File: config.mk
export PLATFORM = sky130hd
export DESIGN_NAME = csa_addsub_pipe
export DESIGN_NICKNAME = d
export VERILOG_FILES = /design/src/rtl/csa_addsub_pipe.sv
export SDC_FILE = /design/constraint.sdc
export NUM_CORES = 1
export LEC_CHECK = 0
export CAP_MARGIN = 15
export CORE_MARGIN = 10
export CORE_UTILIZATION = 30
export CTS_CLUSTER_SIZE = 24
export DETAILED_ROUTE_END_ITERATION = 16
export DONT_BUFFER_PORTS = 1
export HOLD_SLACK_MARGIN = 0.03
export PLACE_DENSITY = 0.55
export SLEW_MARGIN = 5
export SYNTH_ARGS = -nofsm -noshare
export SYNTH_HDL_FRONTEND = slang
export SYNTH_SLANG_ARGS = --single-unit
File: constraint.sdc
create_clock -name clk -period 4.3 [get_ports clk]
set_input_delay 0.645 -clock clk [delete_from_list [all_inputs] [get_ports clk]]
set_output_delay 0.645 -clock clk [all_outputs]
set_load 0.1 [all_outputs]
File: src/rtl/csa_addsub_pipe.sv
// Pipelined carry-select adder/subtractor: WIDTH/SEG segments spread evenly
// over STAGES register stages, with subtract, carry-in, flags and a sideband tag.
module csa_addsub_pipe #(
    parameter int WIDTH  = 32,
    parameter int SEG    = 4,
    parameter int STAGES = 2,
    parameter int TAG_W  = 4
) (
    input  logic             clk,
    input  logic             rst_n,
    input  logic             in_valid,
    output logic             in_ready,
    input  logic [WIDTH-1:0] a,
    input  logic [WIDTH-1:0] b,
    input  logic             sub,
    input  logic             use_cin,
    input  logic             cin,
    input  logic [TAG_W-1:0] tag_in,
    output logic             out_valid,
    input  logic             out_ready,
    output logic [WIDTH-1:0] result,
    output logic             cout,
    output logic             ovf,
    output logic             zero,
    output logic             neg,
    output logic [TAG_W-1:0] tag_out
);
    localparam int G    = WIDTH / (SEG * STAGES);
    localparam int LAST = STAGES - 1;

    // Per-stage registers: operands, low result bits produced so far, carry, tag, valid.
    logic [WIDTH-1:0] a_q [STAGES];
    logic [WIDTH-1:0] b_q [STAGES];
    logic [WIDTH-1:0] s_q [STAGES];
    logic             c_q [STAGES];
    logic             v_q [STAGES];
    logic [TAG_W-1:0] t_q [STAGES];
    logic             ovf_q, zero_q;

    logic [WIDTH-1:0] nx_a [STAGES];
    logic [WIDTH-1:0] nx_b [STAGES];
    logic [WIDTH-1:0] nx_s [STAGES];
    logic             nx_c [STAGES];
    logic             nx_v [STAGES];
    logic [TAG_W-1:0] nx_t [STAGES];
    logic             nx_ovf, nx_zero;

    logic [WIDTH-1:0] b_eff;
    logic             c0;
    logic             advance;

    assign b_eff = sub ? ~b : b;
    assign c0    = use_cin ? cin : sub;

    // Handshake: a transfer happens on a rising edge where valid && ready.
    // The whole pipe moves as one; in_ready never looks at in_valid.
    assign advance  = !v_q[LAST] || out_ready;
    assign in_ready = advance;

    always_comb begin
        logic [WIDTH-1:0] ca, cb, cs;
        logic             cc;
        logic [SEG:0]     s0, s1;
        int               p, lo;
        nx_ovf  = 1'b0;
        nx_zero = 1'b0;
        for (int k = 0; k < STAGES; k++) begin
            p  = (k + STAGES - 1) % STAGES;
            ca = (k == 0) ? a      : a_q[p];
            cb = (k == 0) ? b_eff  : b_q[p];
            cs = (k == 0) ? '0     : s_q[p];
            cc = (k == 0) ? c0     : c_q[p];
            for (int g = 0; g < G; g++) begin
                lo = (k * G + g) * SEG;
                s0 = {1'b0, ca[lo +: SEG]} + {1'b0, cb[lo +: SEG]};
                s1 = {1'b0, ca[lo +: SEG]} + {1'b0, cb[lo +: SEG]} + (SEG+1)'(1);
                cs[lo +: SEG] = cc ? s1[SEG-1:0] : s0[SEG-1:0];
                cc = cc ? s1[SEG] : s0[SEG];
            end
            nx_a[k] = ca;
            nx_b[k] = cb;
            nx_s[k] = cs;
            nx_c[k] = cc;
            nx_v[k] = (k == 0) ? in_valid : v_q[p];
            nx_t[k] = (k == 0) ? tag_in   : t_q[p];
            if (k == LAST) begin
                nx_ovf  = (ca[WIDTH-1] == cb[WIDTH-1]) && (cs[WIDTH-1] != ca[WIDTH-1]);
                nx_zero = (cs == '0);
            end
        end
    end

    always_ff @(posedge clk) begin
        if (!rst_n) begin
            for (int k = 0; k < STAGES; k++) begin
                a_q[k] <= '0;
                b_q[k] <= '0;
                s_q[k] <= '0;
                c_q[k] <= 1'b0;
                v_q[k] <= 1'b0;
                t_q[k] <= '0;
            end
            ovf_q  <= 1'b0;
            zero_q <= 1'b0;
        end else if (advance) begin
            for (int k = 0; k < STAGES; k++) begin
                a_q[k] <= nx_a[k];
                b_q[k] <= nx_b[k];
                s_q[k] <= nx_s[k];
                c_q[k] <= nx_c[k];
                v_q[k] <= nx_v[k];
                t_q[k] <= nx_t[k];
            end
            ovf_q  <= nx_ovf;
            zero_q <= nx_zero;
        end
    end

    assign out_valid = v_q[LAST];
    assign result    = s_q[LAST];
    assign cout      = c_q[LAST];
    assign neg       = s_q[LAST][WIDTH-1];
    assign ovf       = ovf_q;
    assign zero      = zero_q;
    assign tag_out   = t_q[LAST];
endmodule

==> results.yml <==
outcome:
  status: "completed"
sta:
  rsz0062_at_grt: "false"
  tightest_slew_ps: 1070
  fin_skew_ps: 8.12
  final.setup.worst_slack_ps: 757
  maxSlewViolCount: 0
  post-route-period-util_pct: 82.4
  max_freq_mhz: 282
  max-slew-margin-rel_pct: 29.1
  setup_violations: 0
  period_needed_ps: 3540
  fin_tns_setup_ps: 0
  hold_viol: 0
clocking:
  cts.sinks: 94
  cts_hold_buf: 0
  cts_buffers: 9
  cts_setup_buffers: 0
  clock-root-buffer: "clkbuf_16"
  cts.path.max_buffers: 2
  clk_pin_slew_ps: 70
  clock_latency_ps: 340
  cts_max_level: 3
  cts-resized-gates: 0
  cts_tree: "yes"
layout:
  nNetsFinal: 636
  drive_above_1_share_pct: 7.34
  fin_cells: 780
  area_delta_synth_final_pct: 9.92
floorplanning:
  rows: 50
  fp.dieH_um: 159
  dieArea_um2: 25400
  die_w_um: 159
  start_util_pct: 30.8
  io_pins: 117
  core_area_um2: 18900
yosys:
  syn_inst: 519
  synth_edf_count: 92
  synthTopCellsByArea: "edfxtp_1 47%, ha_1 8.6%, xnor2_1 7.5%, and3_1 4.6%, xor2_1 4.1%"
  yosysUniqueCellTypes: 55
  yosys_warnings: 0
  synth-seq-cells: 94
  yosysSeqAreaShare_pct: 48.1
  synth.most_common_cell: "edfxtp_1"
  netlist_area_um2: 5830
  synthesis.nets: 642
  avgSynthCellArea_um2: 11.2
  async_flop_share_pct: 0
  synth_largest_area_cell: "edfxtp_1"
  synth_top_area_share_pct: 47.4
  synth_common_cells: "92 x edfxtp_1, 62 x nor2_1, 50 x xnor2_1, 43 x and3_1, 40 x ha_1"
  synth_ff_type: "edfxtp_1"
placed_design:
  dp_hpwl_um: 10100
  io_buffers: 0
  dp_cells: 762
  place.gp.congestion: 0.788
  place_ws_ps: 439
worst_setup_path:
  worst-path-buf-inv: 0
  required_ps: 4590
  cpLargestDelayFamily: "compound AO/OA/AOI/OAI gates"
  path_cells: "ha_1, fa_1, ha_1, nand2_2, a311oi_2, mux2i_1, o21ba_4, xnor2_2, or3_1, a2111oi_2, o2111ai_1, nand2_1"
  crit_type: "reg -> reg"
  max_stage_delay_ps: 550
  cp_max_fo: 7
  path_common_cell: "ha_1"
  reg2reg_setup_slack_ps: 760
  crit_slowest_cell: "fa_1"
  worst_setup_path_start_kind: "flip-flop"
  cp.arrival_ps: 3830
  endpoint_kind: "flip-flop"
job:
  maxCapViolations: 0
detailed_routing:
  routedWlPerCell_um: 16.5
  drc: 0
  drtPass1Iterations: 4
  vias_per_cell: 4.65
  drtIter0Drc: 246
  antenna_left: 0
  vias: 3624
  routed_wl_um: 12900
grt:
  gr-total-overflow: 0
  grt_pass1_vias: 3724
  antenna_found_initial: 2
  grt_max_degree: 55
  grt_first_pass_wirelength_um: 20300
  grtUsageTotal_pct: 10.1
power_and_ir_drop:
  p_leak_uw: 0.00269
  peakVddDrop_uv: 160
  power_density_nw_per_um2: 460
worst_hold_path:
  hold_class: "in -> reg"
## where the power goes
group	internal, uW	switching [uW]	leakage [uW]
clock	402	356	0.000137
combinational	264	335	0.00147
sequential	1150	440	0.00109
total	1820	1130	0.00269
## through the flow
stage	power [uW]	area [um^2]	util (%)	hold slack [ps]
after detailed placement	2220	6120	32.4	543
after global placement	2200	6120	32.4	530
after global routing	3110	6400	33.9	509
after floorplan	2090	5830	-	528
final	2950	6400	33.9	521
after CTS	2990	6400	33.9	505
## cell type report
cell class              instances  area [um^2]
diodes                          2         5.00
clock buffers                  10          229
clock inverters                 6         50.0
fillers                      1939        12500
inverters                      28          106
multi-input cells             375         2830
flip-flops and latches         94         2800
well taps                     260          325
repair buffers                  5         57.6
## sequential cells by signal, indices dropped and copies added (netlist names)
register	cells
t_q	8
v_q	2
b_q	16
zero	1
ovf	1
a_q	16
c_q	2
s_q	48
## layer usage
metal / part of all wire, % / global-route usage, %
met2: 49 / 17.0
met5: 0 / 0
met4: 1.2 / 2.78
met3: 8.2 / 4.83
met1: 41 / 11.1
## placed cells by master, fill, tap and decap left out, types with 2 or more instances in the layout
master     count
nor3_1         3
nor2_1        62
inv_6          3
o21ai_0        6
nor4_1         4
a211oi_1       3
nor2b_1        6
mux2i_1       10
xor2_1        27
a21o_1        10
clkbuf_16      9
nand3_1       11
fa_1           8
and2_1         3
nand2_2        3
dfxtp_1        2
a211oi_2       2
edfxtp_1      92
ha_1          40
and4_1         3
nand2b_1       5
o31ai_1        2
xnor2_1       50
a21oi_1       20
diode_2        2
and3_1        43
buf_4          4
inv_1         27
a21oi_2        2
or3_1          5
nand4_1        7
xnor2_2        2
nand2_1       16
## kinds of logic (layout without fill, tap and decap cells)
logic type | Yosys count | after routing | share of synthesized area, %
multiplexers | 11 | 11 | 1.91
XOR/XNOR | 79 | 79 | 12.1
adder cells (fa/ha/maj) | 48 | 48 | 11.3
AO/OA/AOI/OAI | 57 | 57 | 7.04
AND/OR/NAND/NOR | 180 | 180 | 16.0
other | 0 | 2 | 0
buffers and inverters | 50 | 49 | 3.44
flip-flops | 94 | 94 | 48.1
## final timing paths
kind	startpoint	to	cells past startpoint
max reg2reg	a_q[0][16]	zero	12
max	a_q[0][16]	zero	12
min reg2reg	t_q[0][3]	t_q[0][7]	1
min	b[28]	b_q[0][28]	2
Power figures use the tool's default switching activity.
